==> config.mk <==
export PLATFORM = sky130hd
export DESIGN_NAME = text_writer
export DESIGN_NICKNAME = d
export VERILOG_FILES = /design/src/rtl/text_writer_pkg.sv /design/src/rtl/text_writer_ascii_to_glyph.sv /design/src/rtl/text_writer.sv
export SDC_FILE = /design/constraint.sdc
export NUM_CORES = 1
export LEC_CHECK = 0
export CAP_MARGIN = 15
export CORE_MARGIN = 5
export CORE_UTILIZATION = 50
export DETAILED_ROUTE_END_ITERATION = 6
export PLACE_DENSITY = 0.77
export SYNTH_ARGS = -nofsm -noshare
export SYNTH_HDL_FRONTEND = slang
export SYNTH_SLANG_ARGS = --single-unit
==> constraint.sdc <==
create_clock -name CLK -period 2.4 [get_ports CLK]
set_input_delay 0.48 -clock CLK [delete_from_list [all_inputs] [get_ports CLK]]
set_output_delay 0.48 -clock CLK [all_outputs]
set_load 0.01 [all_outputs]
==> src/rtl/text_writer_pkg.sv <==
// Shared grid geometry, glyph codes, write timing and FSM state for text_writer.
// CURSOR_EN selects the visible-cursor build.
package text_writer_pkg;

    localparam int COLS = 50;
    localparam int ROWS = 30;
    localparam logic [5:0] COL_FIRST = 6'd1;
    localparam logic [5:0] COL_LAST  = 6'(COLS - 2);
    localparam logic [4:0] ROW_FIRST = 5'd1;
    localparam logic [4:0] ROW_LAST  = 5'(ROWS - 2);

    localparam logic [5:0] GLYPH_BLANK   = 6'd57;
    localparam logic [5:0] GLYPH_CURSOR  = 6'd56;
    localparam logic [5:0] GLYPH_UNKNOWN = 6'd53;

    localparam int SETUP_CYC  = 2;
    localparam int STROBE_CYC = 3;
    localparam int HOLD_CYC   = 2;

`ifdef CURSOR_EN
    localparam bit CURSOR_ON = 1'b1;
`else
    localparam bit CURSOR_ON = 1'b0;
`endif

    typedef enum logic [2:0] {IDLE, DECODE, SETUP, STROBE, HOLD, CLEAR} state_t;

    typedef struct packed {
        logic [4:0] row;
        logic [5:0] col;
        logic [5:0] chr;
    } wr_t;

    function automatic logic [4:0] next_row(input logic [4:0] r);
        return (r == ROW_LAST) ? ROW_FIRST : r + 5'd1;
    endfunction

endpackage

==> src/rtl/text_writer_ascii_to_glyph.sv <==
// ASCII byte to display glyph code, plus printable / control classification.
// Purely combinational; no state, no backpressure.
module ascii_to_glyph
    import text_writer_pkg::*;
(
    input  logic [7:0] code,
    output logic [5:0] glyph,
    output logic       printable,
    output logic       control
);

    always_comb begin
        printable = (code >= 8'h20) && (code <= 8'h7E);
        control   = (code < 8'h20) || (code == 8'h7F);
        glyph     = GLYPH_UNKNOWN;
        if (code >= 8'h41 && code <= 8'h5A)
            glyph = 6'(code - 8'h41);
        else if (code >= 8'h61 && code <= 8'h7A)
            glyph = 6'(code - 8'h61);
        else if (code >= 8'h30 && code <= 8'h39)
            glyph = 6'(code - 8'h30) + 6'd26;
        else begin
            case (code)
                8'h2E: glyph = 6'd36;
                8'h2C: glyph = 6'd37;
                8'h21: glyph = 6'd38;
                8'h22: glyph = 6'd39;
                8'h23: glyph = 6'd40;
                8'h24: glyph = 6'd41;
                8'h28: glyph = 6'd42;
                8'h29: glyph = 6'd43;
                8'h2B: glyph = 6'd44;
                8'h2D: glyph = 6'd45;
                8'h2A: glyph = 6'd46;
                8'h2F: glyph = 6'd47;
                8'h27: glyph = 6'd48;
                8'h3A: glyph = 6'd49;
                8'h3B: glyph = 6'd50;
                8'h3D: glyph = 6'd51;
                8'h40: glyph = 6'd52;
                8'h3F: glyph = 6'd53;
                8'h25: glyph = 6'd54;
                8'h5E: glyph = 6'd55;
                8'h20: glyph = GLYPH_BLANK;
                default: ;
            endcase
        end
    end

endmodule

==> src/rtl/text_writer.sv <==
// Terminal-style text writer driving a 50x30 glyph display; CURSOR_EN adds a visible cursor.
// Latency: accept -> DECODE -> per write SETUP_CYC+STROBE_CYC+HOLD_CYC cycles; full-screen clear after reset.
// Backpressure: in_ready high only in IDLE, dropped the cycle after a byte is accepted.
module text_writer
    import text_writer_pkg::*;
(
    input  logic       CLK,
    input  logic       RESETN,
    input  logic       in_valid,
    input  logic [7:0] in_data,
    output logic       in_ready,
    output logic [5:0] addr_col,
    output logic [4:0] addr_row,
    output logic [5:0] char_out,
    output logic       wr_strobe
);

    state_t     state;
    logic [1:0] cnt;
    logic [7:0] byte_q;
    logic [4:0] cur_row, clr_row, nrow;
    logic [5:0] cur_col, clr_col, ncol;
    logic       clr_active, do_clear;
    wr_t        plan [3];
    wr_t        ops  [3];
    logic [1:0] plan_cnt, plan_idx, n_ops;
    logic [5:0] glyph;
    logic       printable, control;

    ascii_to_glyph u_dec (
        .code      (byte_q),
        .glyph     (glyph),
        .printable (printable),
        .control   (control)
    );

    // Writes produced by the latched byte, in issue order, and the resulting cursor.
    always_comb begin
        nrow     = cur_row;
        ncol     = cur_col;
        n_ops    = 2'd0;
        do_clear = 1'b0;
        for (int i = 0; i < 3; i++) ops[i] = '0;
        if (printable) begin
            if (cur_col == COL_LAST) begin
                ncol = COL_FIRST;
                nrow = next_row(cur_row);
            end else begin
                ncol = cur_col + 6'd1;
            end
            ops[0] = '{row: cur_row, col: cur_col, chr: glyph};
            ops[1] = '{row: nrow, col: ncol, chr: GLYPH_CURSOR};
            n_ops  = CURSOR_ON ? 2'd2 : 2'd1;
        end else if (control) begin
            case (byte_q)
                8'h0D, 8'h0A: begin
                    ncol   = COL_FIRST;
                    nrow   = (byte_q == 8'h0A) ? next_row(cur_row) : cur_row;
                    ops[0] = '{row: cur_row, col: cur_col, chr: GLYPH_BLANK};
                    ops[1] = '{row: nrow, col: ncol, chr: GLYPH_CURSOR};
                    n_ops  = CURSOR_ON ? 2'd2 : 2'd0;
                end
                8'h08: begin
                    if (cur_col > COL_FIRST) begin
                        ncol = cur_col - 6'd1;
                        if (CURSOR_ON) begin
                            ops[0] = '{row: cur_row, col: cur_col, chr: GLYPH_BLANK};
                            ops[1] = '{row: cur_row, col: ncol, chr: GLYPH_BLANK};
                            ops[2] = '{row: cur_row, col: ncol, chr: GLYPH_CURSOR};
                            n_ops  = 2'd3;
                        end else begin
                            ops[0] = '{row: cur_row, col: ncol, chr: GLYPH_BLANK};
                            n_ops  = 2'd1;
                        end
                    end
                end
                8'h0C: begin
                    do_clear = 1'b1;
                    nrow     = ROW_FIRST;
                    ncol     = COL_FIRST;
                end
                default: ;
            endcase
        end
    end

    always_ff @(posedge CLK or negedge RESETN) begin
        if (!RESETN) begin
            state      <= IDLE;
            cnt        <= 2'd0;
            byte_q     <= 8'd0;
            in_ready   <= 1'b0;
            wr_strobe  <= 1'b0;
            addr_row   <= 5'd0;
            addr_col   <= 6'd0;
            char_out   <= 6'd0;
            cur_row    <= ROW_FIRST;
            cur_col    <= COL_FIRST;
            clr_active <= 1'b1;
            clr_row    <= ROW_FIRST;
            clr_col    <= COL_FIRST;
            plan[0]    <= '{row: ROW_FIRST, col: COL_FIRST, chr: GLYPH_CURSOR};
            plan[1]    <= '0;
            plan[2]    <= '0;
            plan_cnt   <= CURSOR_ON ? 2'd1 : 2'd0;
            plan_idx   <= 2'd0;
        end else begin
            case (state)
                IDLE: begin
                    if (clr_active) begin
                        state <= CLEAR;
                    end else if (in_valid && in_ready) begin
                        byte_q   <= in_data;
                        in_ready <= 1'b0;
                        state    <= DECODE;
                    end
                end
                DECODE: begin
                    cur_row <= nrow;
                    cur_col <= ncol;
                    if (do_clear) begin
                        clr_active <= 1'b1;
                        clr_row    <= ROW_FIRST;
                        clr_col    <= COL_FIRST;
                        plan[0]    <= '{row: ROW_FIRST, col: COL_FIRST, chr: GLYPH_CURSOR};
                        plan_cnt   <= CURSOR_ON ? 2'd1 : 2'd0;
                        plan_idx   <= 2'd0;
                        state      <= CLEAR;
                    end else if (n_ops != 2'd0) begin
                        {addr_row, addr_col, char_out} <= ops[0];
                        plan     <= ops;
                        plan_cnt <= n_ops;
                        plan_idx <= 2'd1;
                        cnt      <= 2'd0;
                        state    <= SETUP;
                    end else begin
                        in_ready <= 1'b1;
                        state    <= IDLE;
                    end
                end
                CLEAR: begin
                    {addr_row, addr_col, char_out} <= {clr_row, clr_col, GLYPH_BLANK};
                    if (clr_col == COL_LAST) begin
                        clr_col <= COL_FIRST;
                        if (clr_row == ROW_LAST) clr_active <= 1'b0;
                        else                     clr_row    <= clr_row + 5'd1;
                    end else begin
                        clr_col <= clr_col + 6'd1;
                    end
                    cnt   <= 2'd0;
                    state <= SETUP;
                end
                SETUP: begin
                    if (cnt == 2'(SETUP_CYC - 1)) begin
                        cnt       <= 2'd0;
                        wr_strobe <= 1'b1;
                        state     <= STROBE;
                    end else cnt <= cnt + 2'd1;
                end
                STROBE: begin
                    if (cnt == 2'(STROBE_CYC - 1)) begin
                        cnt       <= 2'd0;
                        wr_strobe <= 1'b0;
                        state     <= HOLD;
                    end else cnt <= cnt + 2'd1;
                end
                HOLD: begin
                    if (cnt == 2'(HOLD_CYC - 1)) begin
                        cnt <= 2'd0;
                        if (clr_active) begin
                            state <= CLEAR;
                        end else if (plan_idx < plan_cnt) begin
                            {addr_row, addr_col, char_out} <= plan[plan_idx];
                            plan_idx <= plan_idx + 2'd1;
                            state    <= SETUP;
                        end else begin
                            in_ready <= 1'b1;
                            state    <= IDLE;
                        end
                    end else cnt <= cnt + 2'd1;
                end
                default: state <= IDLE;
            endcase
        end
    end

endmodule

==> impl_results.md <==
* Bufs on Longest Clock Path at 2
* Synth Area in Adders at 3.93%
* Sw frac at 22.1%
* Ys Warns at 0
* Async S/R FF share, synth at 100%
* Logic pwr share at 1.6%
* Power Density at 419 nW/um^2
* Post-synth top area share at 33.6%
* Avg Cell Area, Syn at 8.77 um^2
* Post-synth top cells: 77 x dfrtp_1, 68 x o21ai_0, 65 x nand2_1
* Crit path required time at 2.69 ns
* I/O Pins at 30
* Register area share after synthesis at 38.2%
* CP Max Fanout at 8
* DR DRC count at 0
* MaxCap Viol Count at 0
* Worst slew pin tran at 0.663 ns
* Gr ovfl total at 0
* Fin. Hold Viols at 0
* WP data arrival at 2.66 ns
* Hold Path Class: input pin to asynchronous set/reset pin
* Root Driver: clkbuf_16
* NumNets Final at 757
* Vias per cell at 6.17
* Clock network power share at 49.2%
* Total track usage at 25.5%
* DR iter-0 viols at 565
* Total power draw at 2.98 mW
* Startpoint types: flop
* Register area at 2190 um^2
* Via count at 5,405
* Maximum vdd drop at 425 uV
* Port buffer count at 29
* Status: finished, final reports clean
* Skew final at 0.0104 ns
* Slew margin rel. at 55.8%
* H-tree depth at 3
* Grt met2 use at 40.1%
* CTS sink count at 87
* Slowest cell on the critical path: dfrtp_2
* Reg power frac at 49.2%
* Routed WL per cell at 19.3 um
* Pint at 2.32 mW
* CP endpoint kind: flop
* Mapped Area at 5740 um^2
* Core Area at 11,300 um^2
* Antenna-violating nets left at 0
* Buf/Inv on CP at 1
* Number of synthesized flops with an enable pin at 0
* Site row count at 39
* Share of cells above drive strength 1 at 22.0%
* P&R area growth vs syn at 24.1%
* Design Area, Final at 7120 um^2
* FF+latch count, synth at 87
* Minimum clock period at 2.37 ns
* Area of the multi-input gates at 3410 um^2
* Layer carrying the most global-route usage: met2
* DP HPWL at 12.6 mm
* Post-synthesis mux area share at 5.13%
* Slew Viols, Final at 0
* Total Die Area at 13,700 um^2
* Most common cell in the netlist: dfrtp_1
* 1st-pass router iterations at 5
* Post-synthesis simple-gate area fraction at 19.7%
* WS Path Type: flop to flop
* Mapped Nets at 683
* FILL cells at 948
* First-pass GRT wire length at 27.3 mm
* Worst-path cell chain: inv_2 -> ha_4 -> or3b_4 -> or3_4 -> o2111a_4 -> a221o_1 -> o21ai_2 -> o221a_1
* Post-Syn Instances at 654
* Skew-Pair Late Insertion Delay at 0.35 ns
* Net Sw Power at 0.659 mW
* Most used DFF post-synth: dfrtp_1
* Unrepaired setup endpoints after global routing: true
* Worst-path clk slew at 0.06 ns
* Kind of cell adding the most delay to the critical path: compound AO/OA/AOI/OAI gates
* Post-Synth XOR/XNOR Area at 1.68%
* Synth area leaders: dfrtp_1 34%, o21ai_0 5.9%, dfstp_2 4.6%, nand2_1 4.3%, ha_1 3.9%
* Starting Density at 50.7%
* Final period util at 98.8%
* Hold_buf cts at 0
* Vias in the first global route at 5,200
* Largest family of logic cells by synthesized area: compound AO/OA/AOI/OAI gates
* Post-synth cell types at 81
* Leak at 3.04 nW
* Placed Area at 6640 um^2
* Met3 usage at 3.70%
* Routed WL at 16.9 mm
* TritonCTS buffer count at 9
* Initial antenna violation count at 0
* GPL Wtd Cong at 0.942
* Setup violations, final at 0
* Width of the die at 117 um
* GR Util met1 at 36.3%
* Synth area leader: dfrtp_1
* Worst path max stage delay at 0.45 ns
* Largest net degree at the start of global routing at 58
* Antenna Cells at 0
* CTS tree: done
* Compound-Gate Fraction of Synth Area at 26.6%
* Die height at 117 um
* Max Clk Rate at 422 MHz
[power groups by stage]
stage | logic, mW | registers, mW | clock network [mW]
CTS | 0.0508 | 1.47 | 1.48
global route | 0.0550 | 1.47 | 1.54
floorplan | 0.000130 | 1.49 | 0
detailed placement | 0.0506 | 1.49 | 0
finish | 0.0481 | 1.47 | 1.47
global placement | 0.0496 | 1.49 | 0
[timing repair]
item | in CTS | in global routing
setup endpoints to repair | 4 | 19
resized for setup | 4 | 27
pin swaps | 0 | 10
buffers inserted | 0 | 5
[cell type report]
class / count / share of cell area, %
clock buffers: 10 / 3.36
flip-flops and latches: 87 / 30.8
inverters: 16 / 0.843
clock inverters: 6 / 0.914
repair buffers: 112 / 13.8
well taps: 143 / 2.51
multi-input cells: 502 / 47.8
[final timing paths]
kind,depth (start not counted),slack [ns],end,from
min reg2reg,1,0.48,plan[35],plan[35]
min in group CLK,1,0.48,plan[35],plan[35]
max in group asynchronous,2,1.63,clr_col[0],RESETN
min,1,0.06,byte_q[3],RESETN
max reg2reg,8,0.03,char_out[4],byte_q[1]
max,8,0.03,char_out[4],byte_q[1]
[through the flow]
step	setup slack, ns	utilization (%)	setup TNS [ns]	hold WS, ns	std cells
2_1_floorplan	0.00329	-	0	0.184	654
5_1_grt	-0.0662	62.9	-0.262	0.0898	876
4_1_cts	0.00259	61.5	0	0.0833	871
3_5_place_dp	-0.0534	58.6	-0.0950	0.455	855
6_report	0.0288	62.9	0	0.0632	876
3_3_place_gp	-0.0248	58.6	-0.0340	0.448	855
[metal layers]
metal  wire [um]  part of all wire, %  vias up
met5           0                    0        -
met4         315                  1.9        0
met3         789                  4.7       25
met2        8000                   47      179
met1        7810                   46     2636
li1            -                    -     2565
[registers in the layout, summed over array words and instances, names as in the netlist]
signal,flops
plan,29
byte_q,8
addr_col,6
char_out,6
clr_col,6
cur_col,6
addr_row,5
clr_row,5
cur_row,5
state,3
cnt,2
plan_idx,2
clr_active,1
in_ready,1
plan_cnt,1
wr_strobe,1
[cell families (layout without fill, tap and decap cells)]
group	after synthesis	count (layout)
AO/OA/AOI/OAI	223	223
buffers and inverters	65	144
flip-flops	87	87
adder cells (fa/ha/maj)	18	18
multiplexers	27	27
XOR/XNOR	11	11
AND/OR/NAND/NOR	223	223
[cells in the final DEF, fill, tap and decap left out, drive strengths merged, types with 7 or more instances in the layout]
| cell | n |
|---|---|
| a22o | 9 |
| mux2i | 17 |
| dfstp | 10 |
| buf | 84 |
| o21ai | 79 |
| nand2 | 65 |
| nor2 | 57 |
| nand2b | 14 |
| a221oi | 7 |
| o21a | 8 |
| ha | 18 |
| o31ai | 7 |
| a31oi | 14 |
| inv | 18 |
| nand4 | 12 |
| dfrtp | 77 |
| o22ai | 8 |
| clkbuf | 10 |
| xor2 | 8 |
| a211oi | 9 |
| nand3 | 13 |
| mux2 | 9 |
| clkdlybuf4s50 | 28 |
| a21o | 9 |
| a21oi | 23 |
| nor3 | 10 |
| nor2b | 10 |
No activity file was read; power rests on OpenSTA's default activity.
